### config.mk
export PLATFORM = sky130hd
export DESIGN_NAME = alu_share_arbiter
export DESIGN_NICKNAME = d
export VERILOG_FILES = /design/src/rtl/alu_share_arbiter.sv
export SDC_FILE = /design/constraint.sdc
export NUM_CORES = 1
export LEC_CHECK = 0
export CELL_PAD_IN_SITES_DETAIL_PLACEMENT = 1
export CELL_PAD_IN_SITES_GLOBAL_PLACEMENT = 1
export CORE_ASPECT_RATIO = 1.25
export CORE_MARGIN = 5
export CORE_UTILIZATION = 15
export DETAILED_ROUTE_END_ITERATION = 10
export GPL_TIMING_DRIVEN = 0
export PLACE_DENSITY_LB_ADDON = 0.08
export SLEW_MARGIN = 20
export SYNTH_ARGS = -nofsm -noshare
export SYNTH_HDL_FRONTEND = slang
export SYNTH_SLANG_ARGS = --single-unit
### constraint.sdc
create_clock -name clk -period 1.17 [get_ports clk]
set_input_delay 0.234 -clock clk [delete_from_list [all_inputs] [get_ports clk]]
set_output_delay 0.234 -clock clk [all_outputs]
set_load 0.05 [all_outputs]
### src/rtl/alu_share_arbiter.sv
// Round-robin arbiter that shares one 16-bit ALU between two requesters.
// The winner's operation drives the ALU in the same cycle. The ALU result is
// captured in a single-entry response buffer, and the N/Z/V flag register is
// updated bit by bit under the ALU's enable mask.
module alu_share_arbiter #(
   parameter int DATA_W = 16,
   parameter int OP_W   = 4,
   parameter int FLAG_W = 3
) (
   input  logic              clk,
   input  logic              rst,
   input  logic              req0_valid,
   output logic              req0_ready,
   input  logic [OP_W-1:0]   req0_op,
   input  logic [DATA_W-1:0] req0_a,
   input  logic [DATA_W-1:0] req0_b,
   input  logic              req1_valid,
   output logic              req1_ready,
   input  logic [OP_W-1:0]   req1_op,
   input  logic [DATA_W-1:0] req1_a,
   input  logic [DATA_W-1:0] req1_b,
   output logic [OP_W-1:0]   alu_op,
   output logic [DATA_W-1:0] alu_in1,
   output logic [DATA_W-1:0] alu_in2,
   input  logic [DATA_W-1:0] alu_out,
   input  logic [FLAG_W-1:0] alu_flags,
   input  logic [FLAG_W-1:0] alu_en,
   output logic              rsp_valid,
   input  logic              rsp_ready,
   output logic              rsp_id,
   output logic [DATA_W-1:0] rsp_data,
   output logic [FLAG_W-1:0] rsp_flags,
   output logic [FLAG_W-1:0] flag_reg
);

   typedef enum logic {IDLE, RESP} state_t;

   state_t            state_q, state_d;
   logic              prio_q, prio_d;
   logic              rsp_id_q, rsp_id_d;
   logic [DATA_W-1:0] rsp_data_q, rsp_data_d;
   logic [FLAG_W-1:0] rsp_flags_q, rsp_flags_d;
   logic [FLAG_W-1:0] flag_reg_q, flag_reg_d;

   logic can_accept;
   logic grant0;
   logic grant1;
   logic accept;
   logic winner;

   // Pick the winner. A lone requester always wins. When both request, prio_q
   // breaks the tie. The buffer takes new work only when it is empty or is
   // being drained this cycle.
   always_comb begin
      can_accept = (state_q == IDLE) | rsp_ready;
      grant1     = req1_valid & (~req0_valid | prio_q);
      grant0     = req0_valid & (~req1_valid | ~prio_q);
      winner     = grant1;
      accept     = can_accept & (grant0 | grant1);
      req0_ready = can_accept & grant0;
      req1_ready = can_accept & grant1;
   end

   // Drive the winner's operation to the ALU. Drive zeros when nobody requests.
   always_comb begin
      alu_op  = '0;
      alu_in1 = '0;
      alu_in2 = '0;
      if (grant1) begin
         alu_op  = req1_op;
         alu_in1 = req1_a;
         alu_in2 = req1_b;
      end else if (grant0) begin
         alu_op  = req0_op;
         alu_in1 = req0_a;
         alu_in2 = req0_b;
      end
   end

   // Compute next state. An accept loads the buffer, flips priority and commits
   // the masked flags. A drain with no new accept empties the buffer.
   // Otherwise everything holds.
   always_comb begin
      state_d     = state_q;
      prio_d      = prio_q;
      rsp_id_d    = rsp_id_q;
      rsp_data_d  = rsp_data_q;
      rsp_flags_d = rsp_flags_q;
      flag_reg_d  = flag_reg_q;
      if (accept) begin
         state_d     = RESP;
         prio_d      = ~winner;
         rsp_id_d    = winner;
         rsp_data_d  = alu_out;
         rsp_flags_d = alu_flags;
         for (int i = 0; i < FLAG_W; i++) begin
            flag_reg_d[i] = alu_en[i] ? alu_flags[i] : flag_reg_q[i];
         end
      end else if (state_q == RESP && rsp_ready) begin
         state_d = IDLE;
      end
   end

   // Register the FSM and buffer state. Reset drops any buffered response.
   always_ff @(posedge clk) begin
      if (rst) begin
         state_q     <= IDLE;
         prio_q      <= 1'b0;
         rsp_id_q    <= 1'b0;
         rsp_data_q  <= '0;
         rsp_flags_q <= '0;
         flag_reg_q  <= '0;
      end else begin
         state_q     <= state_d;
         prio_q      <= prio_d;
         rsp_id_q    <= rsp_id_d;
         rsp_data_q  <= rsp_data_d;
         rsp_flags_q <= rsp_flags_d;
         flag_reg_q  <= flag_reg_d;
      end
   end

   assign rsp_valid = (state_q == RESP);
   assign rsp_id    = rsp_id_q;
   assign rsp_data  = rsp_data_q;
   assign rsp_flags = rsp_flags_q;
   assign flag_reg  = flag_reg_q;

endmodule

==> results.md <==
Run status:
- The run finished, with violations left.
- The final reports fail on setup timing.

Finish:
- The ratio of cells with drive above 1 in the final layout is 43.1%.
- In the final design database the tool counted 446 nets.
- The antenna cell count is 0.
- The register with the most flip-flops in the layout has 16 of them.
- The area growth from synthesis to layout is 180%.
- Cells fill 42.5% of the core in the end.
- The final non-filler cell area is 3850 um2.

Clock network:
- In this run, CTS created clock tree buffers numbering 3.
- The clock tree from TritonCTS is yes.
- The clock passes through at most 2 buffers.
- After clock tree synthesis, the clock-pin slew on the worst setup and hold paths is 0.06 ns.
- The master cell of the clock root buffer is sky130_fd_sc_hd__clkbuf_16.
- The number of H-tree levels is 1.
- Buffers inserted to repair hold after CTS numbered 0.
- The clock sink count is 25.
- Clock latency on the worst-skew pair, taken at its later pin, is 0.26 ns.

STA:
- The worst relative slew slack is 66.0%.
- The transition time of the tightest slew-check pin is 0.511 ns.
- The final-report hold violation count is 0.
- Setup repair after global routing could not meet its margin everywhere.
- The final-report max-slew violation count was 0.
- For the final database, setup skew stands at 0.00764 ns.
- The final number of setup-violating endpoints is 56.
- Timing would allow up to 592 MHz.
- The period utilization is 144%.
- On the final layout, the worst hold slack is 0.333 ns.
- Once routing completed, OpenROAD measured the worst setup slack at -0.519 ns.
- The shortest clock period the worst path allows after layout is 1.69 ns.

Route:
- The total routed wire length on the met1 layer is 3270 um.
- The wire length on met3 is 1040 um.
- After detailed routing, no signal wire sits above met4.
- After the first detailed-routing iteration, the DRC count stood at 25.
- The residual DRC count is 0.
- The number of detailed-routing iterations run before antenna repair is 3.
- The routed length on met2 is 3940 um.
- The total detailed-routing wirelength is 8280 um.
- The average vias per placed instance is 4.46.
- The antenna violation net count after detailed routing is 0.
- Across all layers, the routed design uses 2091 vias.
- In the final routed layout, each cell accounts on average for 17.7 um.

Synth:
- The Yosys step of the flow raised 0 warnings.
- The synthesized design contains 25 register bits.
- Sequential cells were found to cover 36.4% of the synthesized design area.
- Counting flops with an async set or reset pin after synthesis yields a share of 0%.
- Summed over its instances, the top area cell type makes up 36.4% of the synthesized netlist area.
- The commonest cells after synthesis are 36 x sky130_fd_sc_hd__a22o_1, 25 x sky130_fd_sc_hd__a21oi_1, 25 x sky130_fd_sc_hd__dfxtp_1, 19 x sky130_fd_sc_hd__nand3_1, 17 x sky130_fd_sc_hd__o21ai_0.
- When the netlist entered floorplanning its net count stood at 265.
- The dominant cell type by area after synthesis is sky130_fd_sc_hd__dfxtp_1.
- The number of enable flip-flop cells after synthesis is 0.
- The total standard cell area after synthesis is 1380 um2.
- The dominant register cell in the synthesized netlist is sky130_fd_sc_hd__dfxtp_1.
- Averaged over all synthesized cells, the footprint is 8.28 um2.
- The gate count of the mapped netlist is 166.
- The library cell with the highest instance count after synthesis is sky130_fd_sc_hd__a22o_1.
- Yosys attributes the largest share of cell area to sky130_fd_sc_hd__dfxtp_1 36%, sky130_fd_sc_hd__a22o_1 23%, sky130_fd_sc_hd__a21oi_1 9.1%.
- The distinct cell type count after synthesis is 21.

Die:
- The floorplan step set the die height to 117 um.
- The initialized floorplan defines 39 standard-cell rows.
- The die is 95.6 um wide.
- The floorplan step defined a die boundary enclosing 11200 um2.
- The initial core utilization is 15.2%.
- In this run the count of I/O pins placed on the die edge is 161.
- The region available for standard cell placement spans 9080 um2.

Setup path:
- The critical path is of the input port to output pin type.
- The standard cell with the maximum stage delay on the critical path is sky130_fd_sc_hd__dlygate4sd2_1.
- The largest fanout on the critical path is 10.
- The kind of launch point of the worst setup path is an input port.
- The endpoint type of the worst setup path is an output pin.
- The highest cell delay on the worst timing path is 0.34 ns.
- For the worst setup path, the data arrival time is 1.45 ns.
- The gate family responsible for the most delay along the worst path is buffers and inverters.
- The number of buffer and inverter instances along the worst setup path is 4.
- Traced cell by cell, the critical path runs through dlygate4sd2_1, a21boi_4, buf_6, buf_12, a22o_4, buf_8.
- Data on the critical path is required at its endpoint by 0.94 ns.

Place:
- In this run the cell area measured after placement is 3380 um2.
- The number of buffer cells added on primary ports is 159.
- The post-DP HPWL is 6290 um.
- The worst slack at placement is -1.45 ns.
- Routability-driven placement finished with a final weighted congestion of 0.661.

Min path:
- The worst min-delay path class is input port to register.

Pwr:
- The leakage power figure is 1.68 nW.
- The peak supply drop is 0.000469 V.
- The total power is 3.85 mW.
- The power per standard cell area is 1000 nW/um2.

GRT:
- The number of antenna violations at the first check in global routing is 0.
- In the global route stage, overall resource usage came out at 13.3%.
- The global-route congestion overflow total is 0.
- The largest net degree at the start of global routing is 16.
- The via count of the first global-routing pass is 2209.
- The first global-routing pass estimated 11600 um of wire.

Flow run:
- The number of max-cap violations is 0.
==> final timing paths <==
kind	startpoint	end	slack, ns	cells past startpoint
setup reg to reg	rsp_valid$_SDFFE_PP0P_	rsp_data[3]$_SDFFE_PP0P_	0.01	4
hold / removal	req0_valid	prio_q$_SDFFE_PP0P_	0.33	3
setup / recovery	req1_valid	alu_in2[14]	-0.52	6
hold reg to reg	flag_reg[2]$_SDFFE_PP0P_	flag_reg[2]$_SDFFE_PP0P_	0.47	2
==> power breakdown <==
part	internal, mW	switching [mW]	total, mW
clock network	0.466	0.328	0.795
logic	1.02	1.10	2.12
registers	0.909	0.0293	0.939
total	2.40	1.46	3.85
==> cell families (layout without fill, tap and decap cells) <==
kind of cell	count (synthesis)	in the layout	share of synthesized area, %
AO/OA/AOI/OAI	87	87	42.9
AND/OR/NAND/NOR	29	29	11.3
flip-flops	25	25	36.4
buffers and inverters	25	205	9.37
==> per-stage QoR <==
stage / setup TNS, ns / std cells
after floorplan: -3.50 / 166
after global placement: -67.18 / 448
after detailed placement: -67.88 / 448
after CTS: -18.47 / 464
after global routing: -23.76 / 469
final: -18.66 / 469
==> per-layer routing <==
metal	vias to the layer above	track usage, %
met1	973	14.7
met3	2	4.99
met5	-	0
met4	0	2.28
met2	115	24.2
li1	1001	-
==> timing repair <==
| item | CTS | global route |
|---|---|---|
| pin swaps | 1 | 0 |
| buffers inserted | 9 | 5 |
| cloned | 3 | 1 |
| resized for setup | 459 | 16 |
| endpoints found under the setup margin | 85 | 61 |
==> worst register-to-register path: cells and delay by family, from the launching register on <==
kind	cells	cell delay (ns)
flops	1	0.36
compound gates	2	0.26
buf+inv	1	0.25
simple gates	1	0.23
==> layout make-up <==
class / count / area (um2)
plain buffers: 20 / 199
clock buffers: 3 / 75.1
clock inverters: 1 / 6.26
fillers: 1024 / 5220
inverters: 5 / 18.8
multi-input cells: 116 / 1090
flip-flops and latches: 25 / 508
well taps: 123 / 154
repair buffers: 176 / 1810
==> layout by cell type (no fill, tap or decap), types with 4 or more instances in the layout <==
cell type                         Yosys  routed
sky130_fd_sc_hd__a21oi_1             25      24
sky130_fd_sc_hd__buf_6                0      13
sky130_fd_sc_hd__o21ai_0             17      17
sky130_fd_sc_hd__buf_4                6      13
sky130_fd_sc_hd__buf_12               0       4
sky130_fd_sc_hd__buf_2               10      28
sky130_fd_sc_hd__nand3_1             19      19
sky130_fd_sc_hd__inv_1                5       4
sky130_fd_sc_hd__buf_8                0      35
sky130_fd_sc_hd__dfxtp_1             25      23
sky130_fd_sc_hd__a22o_4               0      33
sky130_fd_sc_hd__clkdlybuf4s50_1      0      94
sky130_fd_sc_hd__clkbuf_16            0       4
(Power assumes the default switching activity.)
